### config.mk
export PLATFORM = sky130hd
export DESIGN_NAME = imem_loader
export DESIGN_NICKNAME = d
export VERILOG_FILES = /design/src/rtl/imem_loader.sv
export SDC_FILE = /design/constraint.sdc
export NUM_CORES = 1
export LEC_CHECK = 0
export ABC_AREA = 1
export CAP_MARGIN = 30
export CORE_AREA = 2 2 97 99
export CTS_CLUSTER_SIZE = 8
export DETAILED_ROUTE_END_ITERATION = 8
export DIE_AREA = 0 0 99 101
export HOLD_SLACK_MARGIN = 0.12
export PLACE_DENSITY_LB_ADDON = 0.08
export SYNTH_ARGS = -nofsm -noshare
export SYNTH_HDL_FRONTEND = slang
export SYNTH_SLANG_ARGS = --single-unit
### constraint.sdc
create_clock -name clk -period 4.35 [get_ports clk]
set_clock_uncertainty 0.1 [all_clocks]
set_input_delay 0.6525 -clock clk [delete_from_list [all_inputs] [get_ports clk]]
set_output_delay 0.6525 -clock clk [all_outputs]
set_load 0.005 [all_outputs]
### src/rtl/imem_loader.sv
// Streams a length-prefixed program image into instruction memory while holding the core stalled.
// Define IMEM_LOADER_CHECKSUM_EN to require a mod-256 checksum trailer byte after the image.
module imem_loader #(
   parameter int DATA_WIDTH    = 32,
   parameter int ADDRESS_WIDTH = 32,
   parameter int WADDR_WIDTH   = 10
) (
   input  logic                     clk,
   input  logic                     rst,
   input  logic                     start,
   input  logic [7:0]               byte_in,
   input  logic                     byte_valid,
   output logic                     byte_ready,
   output logic                     mem_we,
   output logic [ADDRESS_WIDTH-1:0] mem_addr,
   output logic [DATA_WIDTH-1:0]    mem_wdata,
   output logic                     cpu_hold,
   output logic                     done,
   output logic                     err,
   output logic [WADDR_WIDTH:0]     words_loaded
);

   localparam logic [2:0] S_IDLE  = 3'd0;
   localparam logic [2:0] S_LEN0  = 3'd1;
   localparam logic [2:0] S_LEN1  = 3'd2;
   localparam logic [2:0] S_DATA  = 3'd3;
   localparam logic [2:0] S_WRITE = 3'd4;
   localparam logic [2:0] S_CHK   = 3'd5;
   localparam logic [2:0] S_DONE  = 3'd6;
   localparam logic [2:0] S_ERR   = 3'd7;

`ifdef IMEM_LOADER_CHECKSUM_EN
   localparam logic [2:0] S_FINAL = S_CHK;
`else
   localparam logic [2:0] S_FINAL = S_DONE;
`endif

   localparam int unsigned CAPACITY = 32'd1 << WADDR_WIDTH;

   logic [2:0]           state;
   logic [15:0]          len_q;
   logic [1:0]           byte_idx;
   logic [23:0]          shift_q;
   logic [WADDR_WIDTH:0] word_cnt;
   logic [15:0]          len_next;
   logic                 xfer;
   logic                 last_word;
`ifdef IMEM_LOADER_CHECKSUM_EN
   logic [7:0]           csum;
`endif

   assign xfer      = byte_valid && byte_ready;
   assign len_next  = {byte_in, len_q[7:0]};
   assign last_word = (32'(word_cnt) + 32'd1) == 32'(len_q);

   always_ff @(posedge clk or posedge rst) begin
      if (rst) begin
         state     <= S_IDLE;
         len_q     <= '0;
         byte_idx  <= '0;
         shift_q   <= '0;
         word_cnt  <= '0;
         mem_addr  <= '0;
         mem_wdata <= '0;
`ifdef IMEM_LOADER_CHECKSUM_EN
         csum      <= '0;
`endif
      end else begin
         case (state)
            S_IDLE, S_ERR: begin
               if (start) begin
                  state    <= S_LEN0;
                  word_cnt <= '0;
                  byte_idx <= '0;
`ifdef IMEM_LOADER_CHECKSUM_EN
                  csum     <= '0;
`endif
               end
            end
            S_LEN0: begin
               if (xfer) begin
                  len_q[7:0] <= byte_in;
                  state      <= S_LEN1;
`ifdef IMEM_LOADER_CHECKSUM_EN
                  csum       <= csum + byte_in;
`endif
               end
            end
            S_LEN1: begin
               if (xfer) begin
                  len_q[15:8] <= byte_in;
`ifdef IMEM_LOADER_CHECKSUM_EN
                  csum        <= csum + byte_in;
`endif
                  // An oversized image is rejected before anything touches memory
                  if (32'(len_next) > CAPACITY)
                     state <= S_ERR;
                  else if (len_next == 16'd0)
                     state <= S_FINAL;
                  else
                     state <= S_DATA;
               end
            end
            S_DATA: begin
               if (xfer) begin
`ifdef IMEM_LOADER_CHECKSUM_EN
                  csum     <= csum + byte_in;
`endif
                  byte_idx <= byte_idx + 2'd1;
                  case (byte_idx)
                     2'd0: shift_q[7:0]   <= byte_in;
                     2'd1: shift_q[15:8]  <= byte_in;
                     2'd2: shift_q[23:16] <= byte_in;
                     default: begin
                        mem_wdata <= DATA_WIDTH'({byte_in, shift_q});
                        mem_addr  <= ADDRESS_WIDTH'({word_cnt, 2'b00});
                        state     <= S_WRITE;
                     end
                  endcase
               end
            end
            S_WRITE: begin
               word_cnt <= word_cnt + 1'b1;
               byte_idx <= '0;
               state    <= last_word ? S_FINAL : S_DATA;
            end
`ifdef IMEM_LOADER_CHECKSUM_EN
            S_CHK: begin
               if (xfer)
                  state <= (byte_in == csum) ? S_DONE : S_ERR;
            end
`endif
            S_DONE:  state <= S_IDLE;
            default: state <= S_IDLE;
         endcase
      end
   end

   assign byte_ready   = (state == S_LEN0) || (state == S_LEN1) ||
                         (state == S_DATA) || (state == S_CHK);
   assign mem_we       = (state == S_WRITE);
   assign done         = (state == S_DONE);
   assign err          = (state == S_ERR);
   assign cpu_hold     = (state != S_IDLE) && (state != S_DONE);
   assign words_loaded = word_cnt;

endmodule

==> impl_results.md <==
* Post-synth top area cell: dfrtp_1
* Max-slew violation count at 0
* Clock tree root driver cell: clkbuf_8
* Finished Layout Cells at 697
* Worst Hold Class: flop to flop
* Hold Fails Final Rpt at 0
* GPL Wtd Cong at 0.8950
* Cells after Synth at 512
* Post-route setup TNS at 0 ns
* R2R setup slack at 2.12 ns
* Minimum clock period at 2.647 ns
* Sequential area share after synthesis at 0.5401
* Full die area at 0.009999 mm²
* Reg clk slew, reported paths at 0.09 ns
* Post-synthesis simple-gate area fraction at 0.2016
* WL final at 10,010 µm
* Worst R2R End: mem_wdata[21]
* Placeable core region at 0.008977 mm²
* Postcts setup bufs at 0
* Post-cts sizing count at 0
* Largest stage delay on the critical path at 0.53 ns
* Ranking of synthesized cells by area: dfrtp_1, nand2_1, o21ai_0, mux2_2, inv_1
* Mux cell area share after synthesis at 0.05892
* Slew headroom at 0.4046
* Vias in the first global route at 3,379
* Cell Chain, Critical Path: nor2_2, inv_1, nor2_8, clkdlybuf4s50_1
* RSZ-0062 raised after global routing: false
* Register bit total from synthesis at 99
* DP HPWL at 7043 µm
* Finish-stage setup viols at 0
* Largest family of logic cells by synthesized area: simple AND/OR/NAND/NOR gates
* Std-Cell Rows at 35
* Congestion Overflow GR at 0
* Total GRT Usage at 0.2080
* R2R cell count at 5
* CP endpoint kind: output pin
* Number of distinct library cells after synthesis at 28
* Routed vias/inst at 5.020
* Share of cells above drive strength 1 at 0.08874
* Hold-fix buffer count after cts at 0
* Synth Warn # at 0
* Setup CP Type: flop to output pin
* Antenna diodes at 0
* MaxCap Viol Count at 0
* Skew-Pair Late Insertion Delay at 0.34 ns
* Antenna violations before repair at 0
* Syn_area_per_cell at 8.959 µm²
* Crit-path max FO at 10
* PortBufs at 70
* Inst Count DP at 681
* Setup crit end: mem_we
* Complex-gate fraction of the synthesized area at 0.09520
* XOR/XNOR Fraction of Synth Area at 0
* Final Cycle Share at 0.6085
* Cell Area, Synth at 0.004587 mm²
* Outcome: complete, no violations
* Critical path arrival at 1.89 ns
* Lkg Pwr at 2.623 nW
* CTS Buffer Depth at 2
* Hold_ws at 0.3883 ns
* Filler Cells Inserted at 814
* First-pass GRT wire length at 16,380 µm
* I/O pin count at 92
* Wire per inst at 14.36 µm
* Detailed Route Iter0 Violations at 207
* Num Clock Sinks at 99
* Slew @ Worst Pin at 0.8931 ns
* Cts bufs inserted at 9
* Initial Util at 0.5109
* Peak Freq at 0.3778 GHz
* Top cell type's share of synthesized area at 0.5401
* Max VDD drop at 240.5 µV
* Nature of the critical path startpoint: flop
* Total power at 2.680 mW
* Vias at 3,499
* CTS tree: done
* Slowest CP cell: clkdlybuf4s50_1
* H-tree depth at 3
* Pin count of the biggest net entering global routing at 75
* DR DRC count at 0
* First-pass iteration count of the detailed router at 5
* RR Startpoint: state[0]
* Area grow syn2layout at 19.39%
* Power Density at 489.4 mW/mm²
* Required time of the critical path at 3.60 ns
* CP startpoint: state[0]
* Area share of fa/ha/maj cells after synthesis at 0.01364
* Fin nets at 598
* Final ANT Viol Nets at 0
* Die Span Y at 101 µm
* Die width at 99 µm
==> synthesized netlist by cell type (all sizes together) <==
master    n
nand2   139
dfrtp    99
o21ai    73
inv      49
nand3    34
nor2     29
buf      27
mux2     24
nand4     9
clkbuf    8
o22ai     6
ha        5
a21oi     4
nor3      2
conb      1
nand3b    1
nor4      1
o32a      1
==> power by group <==
group / internal (mW) / total, mW / switching, mW
Clock: 0.215 / 0.534 / 0.319
Combinational: 0.341 / 0.838 / 0.497
Sequential: 1.13 / 1.31 / 0.181
==> layout make-up <==
cell class	instances	area [µm²]	share of cell area
Clock inverter	6	50.05	0.009139
Timing Repair Buffer	73	723.2	0.1321
Sequential cell	99	2477	0.4524
Inverter	49	186.4	0.03404
Multi-Input combinational cell	349	1773	0.3237
Clock buffer	10	127.6	0.02330
Tap cell	111	138.9	0.02536
==> state kept, by name, indices dropped and copies added (netlist names) <==
| register | count |
|---|---|
| mem_wdata | 32 |
| shift_q | 24 |
| len_q | 16 |
| mem_addr | 11 |
| words_loaded | 11 |
| state | 3 |
| byte_idx | 2 |
==> metrics by stage <==
step / area, µm² / utilization / setup WS, ns
after floorplan: 4662 / - / 1.007
after global placement: 5299 / 0.5902 / 1.674
after detailed placement: 5299 / 0.5902 / 1.591
after CTS: 5477 / 0.6100 / 1.687
after global routing: 5477 / 0.6100 / 1.557
final: 5477 / 0.6100 / 1.703
==> worst max-delay path: cells and delay by family (launching register included) <==
family / cells / cell delay [ns]
flops: 1 / 0.49
simple gates: 2 / 0.39
buf+inv: 2 / 0.67
==> cells by family (layout without fill, tap and decap cells) <==
| family | Yosys count | in the layout |
|---|---|---|
| AND/OR/NAND/NOR | 215 | 215 |
| buffers and inverters | 84 | 138 |
| AO/OA/AOI/OAI | 84 | 84 |
| adder cells (fa/ha/maj) | 5 | 5 |
| multiplexers | 24 | 24 |
| other | 1 | 21 |
| flip-flops | 99 | 99 |
==> worst min-delay path by stage <==
stage | from | end | slack (ns) | cells past startpoint
floorplan | shift_q[0] | shift_q[0] | 0.35 | 2
global placement | shift_q[3] | shift_q[3] | 0.36 | 2
detailed placement | mem_addr[5] | mem_addr[5] | 0.37 | 2
CTS | mem_addr[5] | mem_addr[5] | 0.40 | 2
global route | shift_q[5] | shift_q[5] | 0.42 | 2
finish | mem_addr[9] | mem_addr[9] | 0.39 | 2
==> routing by layer <==
| layer | GRT usage | up-vias | part of all wire |
|---|---|---|---|
| met4 | 0.06112 | 0 | 0.013 |
| met3 | 0.02497 | 11 | 0.035 |
| met2 | 0.3576 | 82 | 0.49 |
| met1 | 0.2793 | 1644 | 0.47 |
| met5 | 0 | - | 0 |
| li1 | - | 1762 | - |
==> cells in the final DEF, fill, tap and decap left out, types with 2 or more instances in the layout <==
cell	count
dfrtp_1	99
clkbuf_8	9
nor2_4	2
nor2_1	24
nor2_2	2
nor3_1	2
buf_4	3
o22ai_1	6
clkinvlp_4	3
nand2_1	138
conb_1	21
nand3_1	33
a21oi_1	4
inv_1	47
nand4_1	9
mux2_2	24
clkdlybuf4s50_1	70
o21ai_0	71
ha_1	5
inv_8	2
No activity file was read; power rests on OpenSTA's default activity.
